## config.mk

```make
export PLATFORM = sky130hd
export DESIGN_NAME = spi_cfg_scheduler
export DESIGN_NICKNAME = d
export VERILOG_FILES = /design/src/rtl/spi_cfg_scheduler.sv
export SDC_FILE = /design/constraint.sdc
export NUM_CORES = 1
export LEC_CHECK = 0
export BUFFER_PORTS_ARGS = -buffer_cell sky130_fd_sc_hd__buf_2
export CAP_MARGIN = 20
export CORE_MARGIN = 1.5
export CORE_UTILIZATION = 50
export CTS_CLUSTER_SIZE = 10
export DETAILED_ROUTE_END_ITERATION = 8
export MAX_ROUTING_LAYER = met4
export PLACE_DENSITY = 0.7
export RECOVER_POWER = 25
export SETUP_SLACK_MARGIN = 0.2
export SYNTH_ARGS = -nofsm -noshare
export SYNTH_HDL_FRONTEND = slang
export SYNTH_SLANG_ARGS = --single-unit
```

## constraint.sdc

```tcl
create_clock -name clk -period 3.3 [get_ports clk]
set_clock_uncertainty 0.2 [all_clocks]
set_input_delay 0.495 -clock clk [delete_from_list [all_inputs] [get_ports clk]]
set_output_delay 0.495 -clock clk [all_outputs]
set_load 0.05 [all_outputs]
```

## src/rtl/spi_cfg_scheduler.sv

```systemverilog
// spi_cfg_scheduler
// Collects {address, data} configuration writes from an SPI byte stream into a
// small FIFO. The writes are applied to the output registers only during vertical
// blanking, one entry per cycle, so the display never sees a half-applied
// configuration.
// Optional build macro: SPI_CFG_DROPCNT_EN adds a saturating drop_count output.
//
// Parser FSM
//   state  | meaning
//   P_HDR  | waiting for the header byte of a transaction (0x00 = write)
//   P_ADDR | next byte is a register address (low nibble)
//   P_DATA | next byte is data for the latched address
//   P_SKIP | unknown header, ignore bytes until chip select goes high
//
// Drain FSM
//   state   | meaning
//   D_IDLE  | queued writes are held until the next frame_start
//   D_DRAIN | popping the snapshot of queued writes, one per cycle
module spi_cfg_scheduler #(
  parameter int DEPTH = 4
) (
  input  logic       clk,
  input  logic       rst,
  input  logic       ssel,
  input  logic       byte_valid,
  input  logic [7:0] byte_in,
  input  logic       frame_start,
  input  logic       clear_ovf,
  output logic [7:0] background_state,
  output logic [5:0] solid_color,
  output logic       audio_en,
  output logic [3:0] pending,
  output logic       busy,
  output logic       overflow
`ifdef SPI_CFG_DROPCNT_EN
  ,
  output logic [7:0] drop_count
`endif
);

  localparam int AW = (DEPTH > 1) ? $clog2(DEPTH) : 1;

  typedef enum logic [1:0] {P_HDR, P_ADDR, P_DATA, P_SKIP} pstate_t;
  typedef enum logic {D_IDLE, D_DRAIN} dstate_t;

  pstate_t        r_pstate;
  dstate_t        r_dstate;
  logic [3:0]     r_addr;
  logic [9:0]     r_mem [DEPTH];
  logic [AW-1:0]  r_wr_ptr;
  logic [AW-1:0]  r_rd_ptr;
  logic [3:0]     r_count;
  logic [3:0]     r_snap;
  logic [7:0]     r_bg;
  logic [5:0]     r_sc;
  logic           r_au;
  logic           r_ovf;

  logic           w_pair_vld;
  logic           w_full;
  logic           w_pop;
  logic           w_push;
  logic           w_drop;
  logic [9:0]     w_rd_entry;

  // A complete pair targeting a known register; unknown addresses vanish here.
  assign w_pair_vld = byte_valid && !ssel && (r_pstate == P_DATA) && (r_addr <= 4'd2);
  assign w_full     = (r_count == 4'(DEPTH));
  assign w_pop      = (r_dstate == D_DRAIN);
  // A pop in the same cycle frees a slot, so a full FIFO can still accept.
  assign w_push     = w_pair_vld && (!w_full || w_pop);
  assign w_drop     = w_pair_vld && w_full && !w_pop;
  assign w_rd_entry = r_mem[r_rd_ptr];

  // Parser: ssel high aborts the transaction and drops any half pair.
  always_ff @(posedge clk) begin
    if (rst) begin
      r_pstate <= P_HDR;
      r_addr   <= 4'd0;
    end else if (ssel) begin
      r_pstate <= P_HDR;
    end else if (byte_valid) begin
      case (r_pstate)
        P_HDR:  r_pstate <= (byte_in == 8'h00) ? P_ADDR : P_SKIP;
        P_ADDR: begin
          r_addr   <= byte_in[3:0];
          r_pstate <= P_DATA;
        end
        P_DATA: r_pstate <= P_ADDR;
        default: r_pstate <= P_SKIP;
      endcase
    end
  end

  // FIFO storage; contents need no reset because the pointers define validity.
  always_ff @(posedge clk) begin
    if (w_push) begin
      r_mem[r_wr_ptr] <= {r_addr[1:0], byte_in};
    end
  end

  // FIFO pointers and occupancy; pointers wrap naturally since DEPTH is 2^n.
  always_ff @(posedge clk) begin
    if (rst) begin
      r_wr_ptr <= '0;
      r_rd_ptr <= '0;
      r_count  <= 4'd0;
    end else begin
      if (w_push) r_wr_ptr <= r_wr_ptr + AW'(1);
      if (w_pop)  r_rd_ptr <= r_rd_ptr + AW'(1);
      case ({w_push, w_pop})
        2'b10:   r_count <= r_count + 4'd1;
        2'b01:   r_count <= r_count - 4'd1;
        default: r_count <= r_count;
      endcase
    end
  end

  // Drain FSM: only the entries present at frame_start are applied this frame.
  always_ff @(posedge clk) begin
    if (rst) begin
      r_dstate <= D_IDLE;
      r_snap   <= 4'd0;
    end else begin
      case (r_dstate)
        D_IDLE: begin
          if (frame_start && (r_count != 4'd0)) begin
            r_snap   <= r_count;
            r_dstate <= D_DRAIN;
          end
        end
        default: begin
          r_snap <= r_snap - 4'd1;
          if (r_snap == 4'd1) r_dstate <= D_IDLE;
        end
      endcase
    end
  end

  // Apply each popped entry to its output register at the pop edge.
  always_ff @(posedge clk) begin
    if (rst) begin
      r_bg <= 8'd10;
      r_sc <= 6'd0;
      r_au <= 1'b0;
    end else if (w_pop) begin
      case (w_rd_entry[9:8])
        2'd0:    r_bg <= w_rd_entry[7:0];
        2'd1:    r_sc <= w_rd_entry[5:0];
        default: r_au <= w_rd_entry[0];
      endcase
    end
  end

  // Sticky overflow; a new drop wins over a simultaneous clear.
  always_ff @(posedge clk) begin
    if (rst) begin
      r_ovf <= 1'b0;
    end else if (w_drop) begin
      r_ovf <= 1'b1;
    end else if (clear_ovf) begin
      r_ovf <= 1'b0;
    end
  end

`ifdef SPI_CFG_DROPCNT_EN
  logic [7:0] r_drop_cnt;

  // Saturating count of dropped pairs; a drop alongside a clear counts as one.
  always_ff @(posedge clk) begin
    if (rst) begin
      r_drop_cnt <= 8'd0;
    end else if (clear_ovf) begin
      r_drop_cnt <= w_drop ? 8'd1 : 8'd0;
    end else if (w_drop && (r_drop_cnt != 8'hFF)) begin
      r_drop_cnt <= r_drop_cnt + 8'd1;
    end
  end

  assign drop_count = r_drop_cnt;
`endif

  assign background_state = r_bg;
  assign solid_color      = r_sc;
  assign audio_en         = r_au;
  assign pending          = r_count;
  assign busy             = (r_dstate == D_DRAIN);
  assign overflow         = r_ovf;

endmodule

```

Word-level counts from Yosys, hierarchy flattened
Memory sizes are Yosys's and may differ from the RTL's. A register that Yosys moved wholly into a read port is not among the register bits.
Cells that the tools add are included.

word-level totals
  flip-flop bits (word level) = 35
  latch bits = 0
  memory bits (writable) = 40
  bits in read-only memories = 0
  bits of input ports = 14
  output and inout port bits = 21
  logic and storage cells = 65
  memories kept = 1

operators by class
  add/sub/neg operators = 5
  multiply operators = 0
  divide/modulo/power cells = 0
  $lt $le $gt $ge = 1
  equal/unequal tests = 7
  shift-type cells = 0
  muxes and demuxes = 14
  bitwise logic cells = 2
  reductions and logical operators = 24

memories
  name   depth  width  rd ports  clocked after memory_dff  write ports  line  text
  r_mem  4      10     1         1                         1            49    logic [9:0] r_mem [DEPTH];

operators by type and width
  operator                                              number
  logical NOT 8 bit                                     1
  two-way mux 4 bit                                     2
  case mux 4 bit (2 select lines)                       1
  subtractor 4 x 1 -> 4 bit (second input constant)     2
  logical AND 1 bit                                     7
  two-way mux 1 bit                                     7
  equality test 2 x 1 -> 1 bit (second input constant)  3
  two-way mux 2 bit                                     3
  case mux 2 bit (3 select lines)                       1
  AND reduction 2 bit                                   3
  nonzero test 2 bit                                    3
  adder 2 x 1 -> 2 bit (second input constant)          2
  adder 4 x 1 -> 4 bit (second input constant)          1
  equality test 2 bit (second input constant)           2
  equality test 4 x 1 -> 1 bit (second input constant)  1
  equality test 4 x 3 -> 1 bit (second input constant)  1
  <= comparator 4 x 2 -> 1 bit (second input constant)  1
  logical NOT 2 bit                                     2
  nonzero test 4 bit                                    1
  OR reduction 2 bit                                    2
  logical NOT 1 bit                                     3
  AND reduction 3 bit                                   1
  inverter 1 bit                                        2
  logical OR 1 bit                                      1

Longest topological paths before layout
  depth after elaboration = 7
  mapped depth = 9
  gate-level depth less buffers = 9

Worst setup path before layout
No wires, ideal clock.

  kind = input to register
  start = in ssel
  end = reg r_count[3], in the netlist pending[3]
  library setup time = 0.106 ns
  data arrival time = 2.169 ns
  required time = 2.994 ns
  slack = 0.825 ns
  cell stages on the path = 9
  path buffers = 0
  cells stage by stage = a211oi_1 -> nand2_1 -> nand2_1 -> inv_1 -> ha_1 -> a21oi_1 -> nand2_1 -> or3_1 -> o311ai_0

between the ends
  cells in the longest elaborated chain, start to end = 7
  elaborated cells on any way between the ends = 9
  those cells by class = 2 x eq/ne; 1 x mux; 6 x reduce/logical

RTL lines
  element                                                                line  text
  start: declaration                                                     24    input logic ssel,
  logical NOT 1 bit *                                                    67    assign w_pair_vld = byte_valid && !ssel && (r_pstate == P_DATA) && (r_addr <= 4'd2);
  logical AND 1 bit * (3 in a row)                                       67
  logical AND 1 bit *                                                    71    assign w_push = w_pair_vld && (!w_full || w_pop);
  equality test 2 x 1 -> 1 bit or equality test 2 bit (tied branches)    111   case ({w_push, w_pop})
  case mux 4 bit (2 select lines) or nonzero test 2 bit (tied branches)  -
  end signal: assignment                                                 112   2'b10: r_count <= r_count + 4'd1;
  end signal: assignment                                                 113   2'b01: r_count <= r_count - 4'd1;
  end signal: assignment                                                 114   default: r_count <= r_count;
  end: declaration                                                       52    logic [3:0] r_count;

Mark *: on every way between the ends. The rest lies on a longest branch, timed or not.
A chain may end at the register's enable or synchronous reset.

Final worst setup path
  start = reg r_addr[1]
  end = reg r_count[3], in the netlist pending[3]

between the ends
  cells in the longest elaborated chain, start to end = 5
  elaborated cells on any way between the ends = 7
  those cells by class = 1 x order compare; 2 x eq/ne; 1 x mux; 3 x reduce/logical

RTL lines
  element                                                                line  text
  start: declaration                                                     48    logic [3:0] r_addr;
  start signal: assignment                                               86    r_addr <= byte_in[3:0];
  <= comparator 4 x 2 -> 1 bit *                                         67
  logical AND 1 bit *                                                    67
  logical AND 1 bit *                                                    71
  equality test 2 x 1 -> 1 bit or equality test 2 bit (tied branches)    111
  case mux 4 bit (2 select lines) or nonzero test 2 bit (tied branches)  -

Marks and branches as above.

==> metrics.yaml <==
synth_area_leaders: "edfxtp_1 (38%), dfxtp_1 (23%), mux4_2 (6.4%)"
place_area_um2: 3420
worstSetupStartpointType: "flip-flop"
synth_cell_type_count: 39
grt_usage_pct: 18.7
drt_first_pass_iters: 4
seq_area_frac_synth_pct: 61.2
finalCritPeriodShare_pct: 80.8
path_max_fanout: 9
cts_buffers: 9
via_per_inst: 5.52
antenna-diode-count: 0
rows: 28
worstPathRequired_ps: 3340
start_util_pct: 52.6
p_leak_nw: 1.33
antenna_left: 0
nets: 299
die_area_um2: 6830
cp_slowest_cell: "a211oi_1"
grt_pass1_wl_um: 8850
crit_path_frequent_cell: "nand2_1"
post_cts_buffers: 0
final_hold_viol_count: 0
synth_top_area_share_pct: 37.9
fmaxAchievable_mhz: 375
io_pins: 35
clock-sinks: 77
status: "finished clean"
clk-insertion-delay-late_ps: 340
root_buffer: "clkbuf_8"
drive_above_1_share_pct: 19.9
crit_chain: "a211oi_1 > nand2_1 > nand2_1 > inv_1 > ha_1 > a21oi_1 > nand2_1 > or3_1 > o311ai_0"
ir_drop_v: 0.000609
yosys.area.top_type: "edfxtp_1"
hold_slack_ps: 157
wl_um: 5650
path_class: "flip-flop to flip-flop"
place.gp.congestion: 0.756
avgRoutedWirePerCell_um: 15.9
hold_buffers: 0
fin_crit_ps: 2670
first_global_vias: 1814
htree_num_levels: 3
stdcell_area_um2: 3620
grt_max_degree: 34
maxCapViolations: 0
coreArea_um2: 6030
hold_path_class: "primary input to flip-flop"
yosysWarningCount: 0
antenna_found_initial: 0
syn_inst: 237
dp_hpwl_um: 3810
overflow: 0
numPlacedInstances: 340
max_stage_delay_ps: 450
mappedNetlistArea_um2: 3170
num_vias: 1964
setup_tns_ps: 0
portBuffers: 34
cts_tree: "built"
p_per_area_nw_per_um2: 728
rsz0062_at_grt: "false"
stdcell_count: 356
synth-seq-cells: 77
dr.first_iter.drc_count: 103
area_delta_synth_final_pct: 14.2
clkTransAtPathRegs_ps: 80
slew_viol_final: 0
synth_fp_nets: 260
setup_viol: 0
avgSynthCellArea_um2: 13.4
power_mw: 2.64
clockBufferDepth: 2
cts_resized: 0
slew_headroom_pct: 38.7
critPathCaptureType: "flip-flop"
worst_pin_slew_ps: 907
drc: 0
die_w_um: 82.6
arrival_ps: 2710
die_y_um: 82.6
[critical path: cells and delay by family (launching register included)]
family | cells | cell delay (ps)
AOI/OAI and AO/OA | 3 | 780
adders and majority gates | 1 | 350
and+or+nand+nor | 4 | 730
DFF | 1 | 360
buffers and inverters | 1 | 140
[kinds of logic (layout without fill, tap and decap cells)]
family | Yosys count | in the layout | share of synthesized area (%)
mux | 28 | 28 | 12.9
compound gates | 27 | 27 | 5.80
flops | 77 | 77 | 61.2
fa+ha+maj | 9 | 9 | 3.79
simple gates | 72 | 72 | 12.4
buf+inv | 19 | 63 | 2.49
xor+xnor | 5 | 5 | 1.38
[final timing paths]
path                                start          end  slack, ps  depth (start not counted)
worst max-delay path            r_addr[1]   pending[3]        630                          9
worst min register to register   audio_en     audio_en        260                          2
worst min-delay path                 ssel  r_pstate[0]        160                          2
worst max register to register  r_addr[1]   pending[3]        630                          9
[power breakdown]
| group | leakage [nW] | switching [mW] | total (mW) | internal (mW) |
|---|---|---|---|---|
| Sequential | 0.663 | 0.0998 | 1.19 | 1.09 |
| Combinational | 0.563 | 0.414 | 0.677 | 0.263 |
| Clock | 0.100 | 0.341 | 0.770 | 0.429 |
[metrics by stage]
step,worst slack [ps],utilization [%]
2_1_floorplan,825,-
3_3_place_gp,588,56.7
3_5_place_dp,469,56.7
4_1_cts,687,60.3
5_1_grt,446,60.1
6_report,634,60.1
[flip-flops by register name, indices dropped and copies added, names as in the netlist, named ones only]
signal and flops:
r_mem 40, background_state 8, solid_color 6, pending 4, r_addr 4, r_snap 4, r_pstate 2, r_rd_ptr 2
r_wr_ptr 2, audio_en 1, busy 1, overflow 1
[cell usage in the layout, fill, tap and decap left out, types with 3 or more instances in the layout]
cell / synthesis / routed
o21ai_0: 3 / 3
buf_4: 0 / 3
xnor2_1: 3 / 3
a221oi_1: 3 / 3
a211oi_1: 5 / 5
edfxtp_1: 40 / 40
buf_2: 0 / 26
nand2b_1: 16 / 16
inv_1: 10 / 10
nor4_1: 3 / 3
clkbuf_1: 7 / 10
and2_1: 4 / 4
nor3_1: 5 / 5
ha_1: 8 / 8
nor2_1: 24 / 24
dfxtp_1: 37 / 37
mux4_2: 9 / 9
mux2i_1: 18 / 18
a21oi_1: 8 / 8
clkbuf_8: 0 / 9
nand2_1: 8 / 8
[synth_stat cells]
| cell type | number |
|---|---|
| edfxtp_1 | 40 |
| dfxtp_1 | 37 |
| nor2_1 | 24 |
| mux2i_1 | 18 |
| nand2b_1 | 16 |
| inv_1 | 10 |
| mux4_2 | 9 |
| a21oi_1 | 8 |
| ha_1 | 8 |
| nand2_1 | 8 |
| clkbuf_1 | 7 |
| a211oi_1 | 5 |
| nor3_1 | 5 |
| and2_1 | 4 |
| a221oi_1 | 3 |
| nor4_1 | 3 |
| o21ai_0 | 3 |
| xnor2_1 | 3 |
| nand3_1 | 2 |
| nor3b_1 | 2 |
| o211ai_1 | 2 |
| o41ai_1 | 2 |
| xor2_1 | 2 |
| a2111oi_0 | 1 |
| a31oi_1 | 1 |
| a32oi_1 | 1 |
| and4_1 | 1 |
| and4bb_2 | 1 |
| buf_1 | 1 |
| buf_6 | 1 |
| fa_1 | 1 |
| mux4_1 | 1 |
| nor3_4 | 1 |
| nor4b_1 | 1 |
| o311ai_0 | 1 |
| or2_2 | 1 |
| or3_1 | 1 |
| or4b_1 | 1 |
| or4b_2 | 1 |
[area by class of cell]
class / instances / area [um2]
timing repair buffer: 37 / 183
multi-input combinational: 141 / 1150
clock buffer: 11 / 131
inverter: 10 / 37.5
tap: 75 / 93.8
sequential: 77 / 1940
clock inverter: 5 / 83.8
fill: 488 / 2400
[layer usage]
| metal | up-vias | part of all wire [%] | global-route usage (%) |
|---|---|---|---|
| met3 | 7 | 4.4 | 6.26 |
| met4 | 0 | 1.2 | 6.17 |
| li1 | 954 | - | - |
| met5 | - | 0 | - |
| met2 | 48 | 48 | 29.0 |
| met1 | 955 | 47 | 23.2 |
Power figures use the tool's default switching activity.
